===== src/rtl/edp_muldiv_seq.sv =====
// Purpose : microsequencer stepping the EDP control fields through multiply (shift-and-add) and divide (non-restoring).
// Latency : start -> done is STEPS+2 cycles (multiply), STEPS+3 (divide), 2 (divide overflow abort).
// Backpressure: none; start is sampled only in IDLE and dropped otherwise, no queuing.
//
// Ports: clk/rstN (async active-low); start/isDiv request; mq35, ad0, adOverflow status from the EDP;
//        busy/done/divOvf/qBit status; ADsel..MQMsel are the EDP control fields owned while busy.
// Optional: EDP_MULDIV_EARLY_TERM_EN adds input mqZero, which ends a multiply after the current step.
module edp_muldiv_seq #(
    parameter int STEPS = 36,
    parameter int CNTW  = 6
) (
    input  logic       clk,
    input  logic       rstN,
    input  logic       start,
    input  logic       isDiv,
    input  logic       mq35,
    input  logic       ad0,
    input  logic       adOverflow,
`ifdef EDP_MULDIV_EARLY_TERM_EN
    input  logic       mqZero,
`endif
    output logic       busy,
    output logic       done,
    output logic       divOvf,
    output logic       qBit,
    output logic [3:0] ADsel,
    output logic       ADbool,
    output logic       adCin,
    output logic [1:0] ADAsel,
    output logic [1:0] ADBsel,
    output logic [2:0] ARLsel,
    output logic [2:0] ARRsel,
    output logic       ARload,
    output logic       ARXload,
    output logic [2:0] ARXLsel,
    output logic [2:0] ARXRsel,
    output logic [1:0] MQsel,
    output logic       MQMen,
    output logic [1:0] MQMsel
);

    typedef enum logic [2:0] {S_IDLE, S_SETUP, S_STEP, S_FIXUP, S_DONE} state_t;

    // Control fields that depend only on the sequencer state; registered from next state.
    typedef struct packed {
        logic       busy;
        logic       done;
        logic [1:0] ada_sel;
        logic [1:0] adb_sel;
        logic [2:0] arl_sel;
        logic [2:0] arr_sel;
        logic       ar_load;
        logic       arx_load;
        logic [2:0] arxl_sel;
        logic [2:0] arxr_sel;
        logic [1:0] mq_sel;
        logic       mqm_en;
        logic [1:0] mqm_sel;
    } ctrl_t;

    localparam ctrl_t CTRL_IDLE = '{mq_sel: 2'b11, default: '0};

    state_t          state_q, state_d;
    logic [CNTW-1:0] cnt_q, cnt_d;
    logic            div_q, div_d;
    logic            sub_q, sub_d;   // next divide step subtracts (previous AD was non-negative)
    logic            ovf_q, ovf_d;
    ctrl_t           ctrl_q, ctrl_d;
    logic            fix_load;
    logic            step_exit;

    always_ff @(posedge clk or negedge rstN) begin
        if (!rstN) begin
            state_q <= S_IDLE;
            cnt_q   <= '0;
            div_q   <= 1'b0;
            sub_q   <= 1'b0;
            ovf_q   <= 1'b0;
            ctrl_q  <= CTRL_IDLE;
        end else begin
            state_q <= state_d;
            cnt_q   <= cnt_d;
            div_q   <= div_d;
            sub_q   <= sub_d;
            ovf_q   <= ovf_d;
            ctrl_q  <= ctrl_d;
        end
    end

    always_comb begin
        step_exit = (cnt_q == '0);
`ifdef EDP_MULDIV_EARLY_TERM_EN
        if (!div_q && mqZero) begin
            step_exit = 1'b1;
        end
`endif
    end

    // Next state and sequencing context.
    always_comb begin
        state_d = state_q;
        cnt_d   = cnt_q;
        div_d   = div_q;
        sub_d   = sub_q;
        ovf_d   = ovf_q;
        case (state_q)
            S_IDLE: begin
                if (start) begin
                    state_d = S_SETUP;
                    div_d   = isDiv;
                    ovf_d   = 1'b0;
                end
            end
            S_SETUP: begin
                cnt_d = CNTW'(STEPS - 1);
                sub_d = 1'b1;   // first divide step is always A-B
                if (div_q && adOverflow) begin
                    ovf_d   = 1'b1;
                    state_d = S_DONE;
                end else begin
                    state_d = S_STEP;
                end
            end
            S_STEP: begin
                if (div_q) begin
                    sub_d = ~ad0;
                end
                if (step_exit) begin
                    cnt_d   = '0;
                    state_d = div_q ? S_FIXUP : S_DONE;
                end else begin
                    cnt_d = cnt_q - 1'b1;
                end
            end
            S_FIXUP: state_d = S_DONE;
            S_DONE:  state_d = S_IDLE;
            default: state_d = S_IDLE;
        endcase
    end

    // State-only control fields, decoded from the next state so they are flop outputs.
    always_comb begin
        ctrl_d = CTRL_IDLE;
        case (state_d)
            S_SETUP: ctrl_d.busy = 1'b1;
            S_STEP: begin
                ctrl_d.busy     = 1'b1;
                ctrl_d.adb_sel  = 2'b10;   // B input is BR for both add and subtract
                ctrl_d.ar_load  = 1'b1;
                ctrl_d.arx_load = 1'b1;
                if (div_d) begin
                    ctrl_d.arl_sel  = 3'b101;
                    ctrl_d.arr_sel  = 3'b101;
                    ctrl_d.arxl_sel = 3'b101;
                    ctrl_d.arxr_sel = 3'b101;
                    ctrl_d.mq_sel   = 2'b01;
                end else begin
                    ctrl_d.arl_sel  = 3'b111;
                    ctrl_d.arr_sel  = 3'b111;
                    ctrl_d.arxl_sel = 3'b111;
                    ctrl_d.arxr_sel = 3'b111;
                    ctrl_d.mq_sel   = 2'b00;
                    ctrl_d.mqm_en   = 1'b1;
                    ctrl_d.mqm_sel  = 2'b00;
                end
            end
            S_FIXUP: ctrl_d.busy = 1'b1;
            S_DONE:  ctrl_d.done = 1'b1;
            default: ;
        endcase
    end

    // AD function and quotient bit follow mq35/ad0 within the cycle.
    always_comb begin
        ADsel    = 4'b0000;
        ADbool   = 1'b0;
        adCin    = 1'b0;
        qBit     = 1'b0;
        fix_load = 1'b0;
        case (state_q)
            S_SETUP: begin
                ADsel  = 4'b1111;
                ADbool = 1'b1;
            end
            S_STEP: begin
                if (div_q) begin
                    qBit = ~ad0;
                    if (sub_q) begin
                        ADsel = 4'b1001;
                        adCin = 1'b1;
                    end else begin
                        ADsel = 4'b0110;
                    end
                end else if (mq35) begin
                    ADsel = 4'b0110;
                end else begin
                    ADsel  = 4'b1111;
                    ADbool = 1'b1;
                end
            end
            S_FIXUP: begin
                // Negative final remainder: add the divisor back.
                if (ad0) begin
                    ADsel    = 4'b0110;
                    fix_load = 1'b1;
                end
            end
            default: ;
        endcase
    end

    assign busy    = ctrl_q.busy;
    assign done    = ctrl_q.done;
    assign divOvf  = ovf_q;
    assign ADAsel  = ctrl_q.ada_sel;
    assign ADBsel  = ctrl_q.adb_sel;
    assign ARLsel  = ctrl_q.arl_sel;
    assign ARRsel  = ctrl_q.arr_sel;
    assign ARload  = ctrl_q.ar_load | fix_load;
    assign ARXload = ctrl_q.arx_load;
    assign ARXLsel = ctrl_q.arxl_sel;
    assign ARXRsel = ctrl_q.arxr_sel;
    assign MQsel   = ctrl_q.mq_sel;
    assign MQMen   = ctrl_q.mqm_en;
    assign MQMsel  = ctrl_q.mqm_sel;

endmodule


===== config.mk =====
export PLATFORM = sky130hd
export DESIGN_NAME = edp_muldiv_seq
export DESIGN_NICKNAME = d
export VERILOG_FILES = /design/src/rtl/edp_muldiv_seq.sv
export SDC_FILE = /design/constraint.sdc
export NUM_CORES = 1
export LEC_CHECK = 0
export CORE_MARGIN = 4
export CORE_UTILIZATION = 30
export CTS_CLUSTER_SIZE = 8
export DETAILED_ROUTE_END_ITERATION = 8
export PLACE_DENSITY = 0.55
export SYNTH_ARGS = -nofsm -noshare
export SYNTH_HDL_FRONTEND = slang
export SYNTH_SLANG_ARGS = --single-unit

===== constraint.sdc =====
create_clock -name clk -period 4.5 [get_ports clk]
set_input_delay 0.9 -clock clk [delete_from_list [all_inputs] [get_ports clk]]
set_output_delay 0.9 -clock clk [all_outputs]
set_load 0.03 [all_outputs]

Yosys cells after proc, flatten, opt, wreduce, memory -nomap -nowiden --
Index checks and enable logic that the tools add are counted.
Storage, ports and cells: bits in registers 35, output and inout bits 33
Operators by class: bitwise gates (word level) 2, equal/unequal tests 10, muxes and demuxes 35, add/subtract/negate cells 1, reductions and logical operators 8
Operator list (number):
- two-way mux 21 bit | 1
- two-way mux 3 bit | 6
- two-way mux 1 bit | 16
- equality test 3 x 2 -> 1 bit, second input constant | 4
- two-way mux 4 bit | 3
- case mux 3 bit (4 select lines) | 1
- case mux 4 bit (3 select lines) | 1
- case mux 6 bit (2 select lines) | 1
- two-way mux 7 bit | 1
- equality test 3 x 1 -> 1 bit, second input constant | 2
- logical NOT 6 bit | 1
- two-way mux 6 bit | 1
- != test 2 bit, second input constant | 3
- case mux 1 bit (2 select lines) | 3
- subtractor 6 x 1 -> 6 bit, second input constant | 1
- two-way mux 5 bit | 1
- nonzero test 2 bit | 2
- equality test 3 bit, second input constant | 1
- logical NOT 3 bit | 1
- AND reduction 3 bit | 1
- OR reduction 3 bit | 1
- AND reduction 2 bit | 1
- logical AND 1 bit | 1
- NOT 1 bit | 1
- bitwise OR 1 bit | 1

Logic depth before layout (Yosys ltp) --
Gate-level depths: netlist (run 1).
depth after elaboration 6, depth in mapped cells 5, gate-level depth less buffers 5

Least setup slack after synthesis (run 1) --
No wires, ideal clock.
kind input to output, start input mq35, end output ADsel[3], path slack 1520 ps, arrival time 2080 ps, stages on the path 3, cells stage by stage o21a_1 o21ai_0 buf_4
Between the ends: longest elaborated chain between the ends 3
RTL lines:
- start, declared | RTL line 16 | input logic mq35,
- two-way mux 4 bit | RTL line 194 | end else if (mq35) begin
- two-way mux 4 bit | RTL line 186 | if (div_q) begin
- case mux 4 bit (3 select lines) | RTL line 180 | case (state_q)
- end, declared | RTL line 26 | output logic [3:0] ADsel,
No other way between the ends.

Final worst setup path (run 1) --
start register state_q[1], end output ADsel[3]
Between the ends: longest elaborated chain between the ends 2
RTL lines:
- start, declared | RTL line 63 | state_t state_q, state_d;
- start signal, assigned | RTL line 81 | state_q <= state_d;
- equality test 3 x 2 -> 1 bit or equality test 3 x 1 -> 1 bit (tied branches) | RTL line 180
- case mux 4 bit (3 select lines) (*) | RTL line 180
Mark *: on every way between the ends. The rest lies on a longest branch, timed or not.

==> results.yml, run 1 <==
status:
  run_status: "complete, no violations"
timing:
  tightest_slew_ns: 0.825
  fmax_ghz: 0.298
  setup_violations: 0
  finClkSkew_ns: 0.00181
  hold_viol: 0
  relSlewSlack_pct: 44.8
  fin_crit_ns: 3.36
  slew_violations: 0
  finalSetupTns_ns: 0
  rsz0062_at_grt: "no"
  period_share_pct: 74.6
clock_network:
  insertion_delay_ns: 0.25
  hold_buffers: 0
  numCtsBuffers: 3
  cts_resized: 0
  cts_tree: "built"
  clkTransAtPathRegs_ns: 0.07
  root_buffer: "clkbuf_8"
  clock_path_buffers: 2
  cts.sink_count: 18
  post_cts_buffers: 0
  cts.htree.levels: 1
floorplan:
  die_w_um: 69.9
  core-area_um2: 3690
  initial_core_util_pct: 31.2
  ios: 40
  dieHeight_um: 69.9
  std_cell_rows: 22
  die_area_um2: 4890
finish:
  multi_input_area_um2: 500
  fillers: 380
  final_net_count: 147
  num_antenna_cells: 0
  regArea_um2: 453
  fin_area_um2: 1420
  area_growth_syn_to_layout_pct: 23.7
  drive_gt1_share_pct: 12.4
yosys:
  async_reset_ff_share_pct: 100
  synthFlopType: "dfrtp_1"
  ys_ff_latch: 18
  synthesis.area_um2: 1150
  synthDominantCellAreaShare_pct: 34.8
  synthSimpleGateAreaFrac_pct: 20.1
  synth_most_common_cell: "buf_4"
  synth_compound_area_share_pct: 16.8
  synth_commonest_cells: "20 x buf_4, 16 x dfrtp_1, 8 x nor2_1, 8 x o21ai_0"
  synth_top_cell_by_area: "dfrtp_1"
  synth_area_per_cell_um2: 9.59
  yosys_warnings: 0
  synth_xor_area_share_pct: 0
  synth_top_family_by_area: "simple AND/OR/NAND/NOR gates"
  synth_cells: 120
  ys_seq_area_share_pct: 39.3
  synth_area_leaders: "dfrtp_1 35%, buf_4 13%, dfstp_2 4.6%"
  synthMuxAreaShare_pct: 2.72
  synthAdderAreaFrac_pct: 2.17
  synth.distinct_cells: 43
  synth_edf_count: 0
global_route:
  grt_util_met3_pct: 3.17
  antenna_found_initial: 0
  grt_busiest_layer: "met2"
  grtUsageMet2_pct: 18.2
  grt_pass1_wl_um: 3980
  track_usage_pct: 9.99
  overflow: 0
  met1_usage_pct: 11.5
  grt_pass1_vias: 822
  grt_max_degree: 19
detailed_routing:
  wire_per_inst_um: 13.2
  drc: 0
  vias_per_cell: 4.79
  vias: 887
  dr.pass1.iters: 4
  drtIter0Drc: 58
  drt-total-wl_um: 2450
  drtAntennaViolNets: 0
place:
  placed_area_um2: 1370
  io_buffers: 34
  dp_hpwl_um: 1890
  gp_congestion: 0.773
worst_setup_path:
  slowest_stage: "clkdlybuf4s50_1"
  cp_slowest_stage_delay_ns: 0.74
  cp-start-kind: "register"
  crit_chain: "or3b_2 -> o21ai_0 -> clkdlybuf4s50_1"
  crit_path_max_fanout: 13
  cp.required_ns: 3.60
  crit_path_end_kind: "primary output"
  worst-path-buf-inv: 1
  cp.arrival_ns: 2.46
  crit_family: "buffers and inverters"
  crit_type: "register to primary output"
pwr:
  leakage_nw: 0.605
  power_mw: 1.17
  peakVddDrop_mv: 0.312
  p_per_area_nw_per_um2: 824
job:
  cap_violations: 0
hold_path:
  hp-class: "register to register"
==> metrics by stage <==
step,util (%),std cells,setup slack [ns],hold slack [ns]
final,38.6,185,1.14,0.533
after global routing,38.6,185,1.01,0.577
after CTS,38.6,185,1.12,0.535
after detailed placement,37.1,181,1.13,0.522
after global placement,37.1,181,1.22,0.508
after floorplan,-,124,1.52,0.508
==> registers in the layout, summed over array words and instances, names as in the netlist <==
| register | cells |
|---|---|
| done | 1 |
| MQsel | 2 |
| div_q | 1 |
| sub_q | 1 |
| state_q | 3 |
| divOvf | 1 |
| busy | 1 |
| cnt_q | 6 |
| ARXLsel | 2 |
==> cells in the final DEF (no fill, tap or decap), types with 3 or more instances in the layout <==
cell type,Yosys,routed
clkdlybuf4s50_1,0,34
dfrtp_1,16,16
o21ai_0,8,8
nor2_1,8,8
a21oi_1,7,7
nand2_1,7,7
conb_1,1,5
inv_1,4,4
nor3_1,4,4
clkbuf_8,2,4
and3_1,3,3
==> report_power, final <==
group          switching (mW)  internal (mW)
combinational           0.414          0.303
clock                  0.0517         0.0776
sequential             0.0965          0.230
total                   0.562          0.611
==> final timing paths <==
kind                                      startpoint                   end  slack [ns]  cells past startpoint
worst max-delay path            state_q[1]$_DFF_PN0_              ADsel[3]        1.14                      3
worst min-delay path              divOvf$_DFFE_PN0P_    divOvf$_DFFE_PN0P_        0.53                      1
worst max register to register  cnt_q[0]$_DFFE_PN0P_        busy$_DFF_PN0_        2.67                      5
worst min register to register    divOvf$_DFFE_PN0P_    divOvf$_DFFE_PN0P_        0.53                      1
max in group asynchronous                       rstN  cnt_q[0]$_DFFE_PN0P_        2.87                      1
min in group asynchronous                       rstN    divOvf$_DFFE_PN0P_        1.12                      1
==> area by class of cell <==
| cell class | count | area share [%] |
|---|---|---|
| multi-input combinational | 77 | 35.1 |
| sequential | 18 | 31.8 |
| clock buffer | 4 | 3.87 |
| inverter | 4 | 1.05 |
| tap | 48 | 4.22 |
| timing repair buffer | 34 | 23.9 |
==> worst reg2reg max path: stages (launching register included) <==
cell and delay [ns]:
dfrtp_1 0.43, inv_1 0.12, ha_1 0.20, or2b_2 0.36, or4_4 0.44, and3_1 0.18
==> metal layers <==
layer	vias to the layer above	share of wire, %
met4	0	0.41
li1	435	-
met1	426	41
met5	-	0
met3	2	5.4
met2	24	53
==> cell families after synthesis <==
family          after synthesis
buf+inv                      29
other cells                   1
fa+ha+maj                     2
flops                        18
compound gates               29
mux                           3
simple gates                 38
Power figures use the tool's default switching activity.
==> run 2: changes to the inputs <==
==> constraint.sdc (replaced) <==
create_clock -name clk -period 3.2 [get_ports clk]
set_input_delay 0.64 -clock clk [delete_from_list [all_inputs] [get_ports clk]]
set_output_delay 0.64 -clock clk [all_outputs]
set_load 0.03 [all_outputs]
==> results.yml, run 2 (synthesis gave the netlist of run 1 again) <==
detailed_routing:
  drtIter0Drc: 21
  wire_per_inst_um: 13.5
  drt-total-wl_um: 2540
  drtAntennaViolNets: 0
  drc: 0
  dr.pass1.iters: 4
  vias: 899
  vias_per_cell: 4.78
clock_network:
  post_cts_buffers: 0
  insertion_delay_ns: 0.25
  clock_path_buffers: 2
  numCtsBuffers: 3
  clkTransAtPathRegs_ns: 0.07
  cts.htree.levels: 1
  hold_buffers: 0
  cts.sink_count: 18
  root_buffer: "clkbuf_8"
  cts_tree: "built"
  cts_resized: 0
global_route:
  grt_max_degree: 19
  grt_pass1_wl_um: 4260
  met1_usage_pct: 12.9
  antenna_found_initial: 0
  grt_busiest_layer: "met2"
  grt_util_met3_pct: 3.60
  track_usage_pct: 10.7
  grtUsageMet2_pct: 18.6
  grt_pass1_vias: 844
  overflow: 0
timing:
  period_share_pct: 95.9
  finClkSkew_ns: 0.000884
  finalSetupTns_ns: 0
  tightest_slew_ns: 0.817
  fin_crit_ns: 3.07
  rsz0062_at_grt: "no"
  setup_violations: 0
  relSlewSlack_pct: 45.4
  slew_violations: 0
  fmax_ghz: 0.326
  hold_viol: 0
hold_path:
  hold_start: "divOvf$_DFFE_PN0P_"
  min_path_cells: 1
  hp-class: "register to register"
  hold_end: "divOvf$_DFFE_PN0P_"
worst_setup_path:
  reg2reg_slack_ns: 1.40
  slowest_stage: "clkdlybuf4s50_1"
  crit_chain: "or3b_2 -> o21ai_0 -> clkdlybuf4s50_1"
  rr_worst_depth: 5
  crit_path_end_kind: "primary output"
  worstReg2RegEnd: "busy$_DFF_PN0_"
  crit_path_max_fanout: 12
  cp-startpoint: "state_q[0]$_DFF_PN0_"
  cp_slowest_stage_delay_ns: 0.74
  cp-start-kind: "register"
  cp.required_ns: 2.56
  reg2reg_from: "cnt_q[0]$_DFFE_PN0P_"
  cp.arrival_ns: 2.43
  crit_type: "register to primary output"
status:
  run_status: "complete, no violations"
finish:
  drive_gt1_share_pct: 14.3
  regMostFlops: "cnt_q"
  largestRegisters: "cnt_q x6, state_q x3"
  post-route-util_pct: 39.2
  largest_reg_flops: 6
  area_growth_syn_to_layout_pct: 25.7
  final_cell_mix: "34 x clkdlybuf4s50_1, 16 x dfrtp_1, 8 x o21ai_0, 8 x nor2_1"
  fin_area_um2: 1450
  final_net_count: 150
  num_antenna_cells: 0
  layout_commonest_cell: "clkdlybuf4s50_1"
floorplan:
  ios: 40
  initial_core_util_pct: 31.2
  dieHeight_um: 69.9
  core-area_um2: 3690
  die_w_um: 69.9
  die_area_um2: 4890
  std_cell_rows: 22
place:
  placed_area_um2: 1390
  io_buffers: 34
  gp_congestion: 0.771
  dp_hpwl_um: 1910
job:
  cap_violations: 0
pwr:
  p_per_area_nw_per_um2: 1170
  clkPwrFrac_pct: 11.4
  peakVddDrop_mv: 0.408
  p_switching_uw: 808
  leakage_nw: 0.620
  p_seq_share_pct: 25.6
  power.share.switching_pct: 47.9
  p_int_uw: 879
  comb_power_share_pct: 63.0
## run 2: changes by cell type in the layout (fill, tap and decap cells not counted)
| cell | before | now |
|---|---|---|
| buf_4 | 0 | 3 |
## run 2: power groups by stage
stage	logic (mW)	registers, mW	clock network (mW)
2_1_floorplan	0.770	0.463	0
3_3_place_gp	1.06	0.431	0
3_5_place_dp	1.07	0.437	0
4_1_cts	1.07	0.432	0.199
5_1_grt	1.14	0.452	0.209
6_report	1.06	0.431	0.192
## run 2: worst max path at each step
stage | cells past startpoint | slack, ns | to
after floorplan | 4 | 0.52 | ADsel[3]
after global placement | 4 | 0.44 | ADsel[1]
after detailed placement | 4 | 0.33 | ADsel[3]
after CTS | 3 | 0.11 | ADsel[3]
after global routing | 3 | 0.02 | ADsel[3]
final | 3 | 0.13 | ADsel[3]
## run 2: layer usage
layer / up-vias / wire length, um
met5: - / 0
met4: 0 / 10
met3: 2 / 143
met2: 30 / 1290
met1: 427 / 1090
li1: 440 / -
## run 2: layout make-up
type	instances	area [um^2]
Timing Repair Buffer	37	363
Multi-Input combinational cell	77	500
Tap cell	48	60.1
Sequential cell	18	453
Fill cell	385	2240
Inverter	4	15.0
Clock buffer	4	55.1
## run 2: stage by stage
step | cells | total power [mW] | setup WS, ns | hold slack (ns)
6_report | 188 | 1.69 | 0.132 | 0.534
3_5_place_dp | 184 | 1.51 | 0.333 | 0.518
4_1_cts | 188 | 1.70 | 0.112 | 0.536
2_1_floorplan | 124 | 1.23 | 0.518 | 0.344
3_3_place_gp | 184 | 1.49 | 0.441 | 0.508
5_1_grt | 188 | 1.80 | 0.0189 | 0.565
## run 2: worst max-delay path, delay by kind of cell (launching register included)
family	cells	cell delay, ns
buffers and inverters	1	0.74
and+or+nand+nor	1	0.61
AOI/OAI and AO/OA	1	0.31
DFF	1	0.50
==> run 3: changes to the inputs <==
--- a/config.mk
+++ b/config.mk
@@ -10,6 +10,7 @@
 export CTS_CLUSTER_SIZE = 8
 export DETAILED_ROUTE_END_ITERATION = 8
 export PLACE_DENSITY = 0.55
+export SETUP_SLACK_MARGIN = 0.3
 export SYNTH_ARGS = -nofsm -noshare
 export SYNTH_HDL_FRONTEND = slang
 export SYNTH_SLANG_ARGS = --single-unit
==> results.yml, run 3 (synthesis gave the netlist of run 1 again) <==
status:
  run_status: "complete, no violations"
finish:
  drive_gt1_share_pct: 14.3
  regMostFlops: "cnt_q"
  layout_commonest_cell: "clkdlybuf4s50_1"
  largestRegisters: "cnt_q x6, state_q x3"
  area_growth_syn_to_layout_pct: 25.3
  fillers: 386
  final_cell_mix: "31 x clkdlybuf4s50_1, 16 x dfrtp_1, 8 x o21ai_0, 8 x nor2_1"
  final_net_count: 150
  num_antenna_cells: 0
  largest_reg_flops: 6
place:
  dp_hpwl_um: 1910
  io_buffers: 34
  gp_congestion: 0.771
  dpl_worst_slack_ns: 0.333
detailed_routing:
  drtAntennaViolNets: 0
  drt-total-wl_um: 2540
  wire_per_inst_um: 13.5
  vias: 899
  dr.pass1.iters: 4
  drtIter0Drc: 21
  drc: 0
  vias_per_cell: 4.78
timing:
  whs_ns: 0.534
  timing.final.ws_setup_ns: 0.424
  finClkSkew_ns: 0.000897
  hold_viol: 0
  finalSetupTns_ns: 0
  period_share_pct: 86.8
  setup_violations: 0
  rsz0062_at_grt: "no"
  tightest_slew_ns: 0.817
  fmax_ghz: 0.360
  relSlewSlack_pct: 45.4
  slew_violations: 0
  fin_crit_ns: 2.78
clock_network:
  root_buffer: "clkbuf_8"
  post_cts_buffers: 0
  cts.htree.levels: 1
  numCtsBuffers: 3
  clock_path_buffers: 2
  hold_buffers: 0
  cts_tree: "built"
  insertion_delay_ns: 0.25
  cts.sink_count: 18
  clkTransAtPathRegs_ns: 0.07
worst_setup_path:
  crit_type: "input port to primary output"
  cp.required_ns: 2.56
  crit_top_cell: "clkdlybuf4s50_1"
  crit_chain: "clkdlybuf4s50_1 -> o21ai_0 -> a21oi_1 -> clkdlybuf4s50_1"
  cp.arrival_ns: 2.14
  endpoint: "ADsel[1]"
  worstReg2RegEnd: "busy$_DFF_PN0_"
  reg2reg_slack_ns: 1.40
  slowest_stage: "clkdlybuf4s50_1"
  cp_slowest_stage_delay_ns: 0.69
  crit_path_max_fanout: 4
  cp-start-kind: "input port"
  rr_worst_depth: 5
  crit_path_end_kind: "primary output"
  reg2reg_from: "cnt_q[0]$_DFFE_PN0P_"
  cp-startpoint: "ad0"
global_route:
  grt_pass1_vias: 844
  grt_pass1_wl_um: 4260
  antenna_found_initial: 0
  track_usage_pct: 10.7
  grt_max_degree: 19
  overflow: 0
pwr:
  power_mw: 1.67
  p_per_area_nw_per_um2: 1160
  leakage_nw: 0.630
  peakVddDrop_mv: 0.408
floorplan:
  dieHeight_um: 69.9
  die_w_um: 69.9
  std_cell_rows: 22
  core-area_um2: 3690
  initial_core_util_pct: 31.2
  die_area_um2: 4890
  ios: 40
job:
  cap_violations: 0
hold_path:
  hp-class: "register to register"
[run 3: cell types whose count changed in the layout (fill, tap and decap cells not counted)]
cell,previous run,this run
clkdlybuf4s50_1,34,31
dlygate4sd2_1,0,3
[run 3: worst max-delay path, delay by kind of cell]
kind	cells	cell delay, ns
AOI/OAI and AO/OA	2	0.28
buffers and inverters	2	1.22
[run 3: worst min path at each step]
| stage | endpoint | slack, ns | cells past startpoint | startpoint |
|---|---|---|---|---|
| 3_5_place_dp | divOvf$_DFFE_PN0P_ | 0.52 | 1 | divOvf$_DFFE_PN0P_ |
| 3_3_place_gp | divOvf$_DFFE_PN0P_ | 0.51 | 1 | divOvf$_DFFE_PN0P_ |
| 4_1_cts | divOvf$_DFFE_PN0P_ | 0.54 | 1 | divOvf$_DFFE_PN0P_ |
| 5_1_grt | divOvf$_DFFE_PN0P_ | 0.56 | 1 | divOvf$_DFFE_PN0P_ |
| 6_report | divOvf$_DFFE_PN0P_ | 0.53 | 1 | divOvf$_DFFE_PN0P_ |
| 2_1_floorplan | ARXLsel[0]$_DFF_PN0_ | 0.34 | 0 | rstN |
[run 3: metrics by stage]
stage          cells  instance area (um^2)  util (%)
2_1_floorplan    124                  1170         -
3_3_place_gp     184                  1390      37.7
3_5_place_dp     184                  1390      37.7
4_1_cts          188                  1440      39.1
5_1_grt          188                  1440      39.1
6_report         188                  1440      39.1
[run 3: cell type report]
type	count	area (um^2)	share of cell area, %
clock buffers	4	55.1	3.82
inverters	4	15.0	1.04
multi-input cells	77	500	34.7
flip-flops and latches	18	453	31.4
well taps	48	60.1	4.16
repair buffers	37	359	24.9
[run 3: per-layer routing]
| metal | up-vias | routed length [um] | GRT usage (%) | share of wire [%] |
|---|---|---|---|---|
| li1 | 440 | - | - | - |
| met1 | 427 | 1090 | 12.9 | 43 |
| met4 | 0 | 10 | 1.91 | 0.39 |
| met3 | 2 | 143 | 3.60 | 5.6 |
| met2 | 30 | 1290 | 18.6 | 51 |
| met5 | - | 0 | 0 | 0 |
[run 3: what timing repair did]
item,4_1_cts,5_1_grt
endpoints found under the hold margin,0,0
endpoints found under the setup margin,3,0
gates resized for setup,3,0
[run 3: power breakdown]
group | leakage, nW | internal [mW] | total, mW | switching [mW]
sequential | 0.218 | 0.324 | 0.431 | 0.107
clock | 0.0288 | 0.109 | 0.192 | 0.0830
combinational | 0.383 | 0.429 | 1.05 | 0.617
total | 0.630 | 0.862 | 1.67 | 0.807
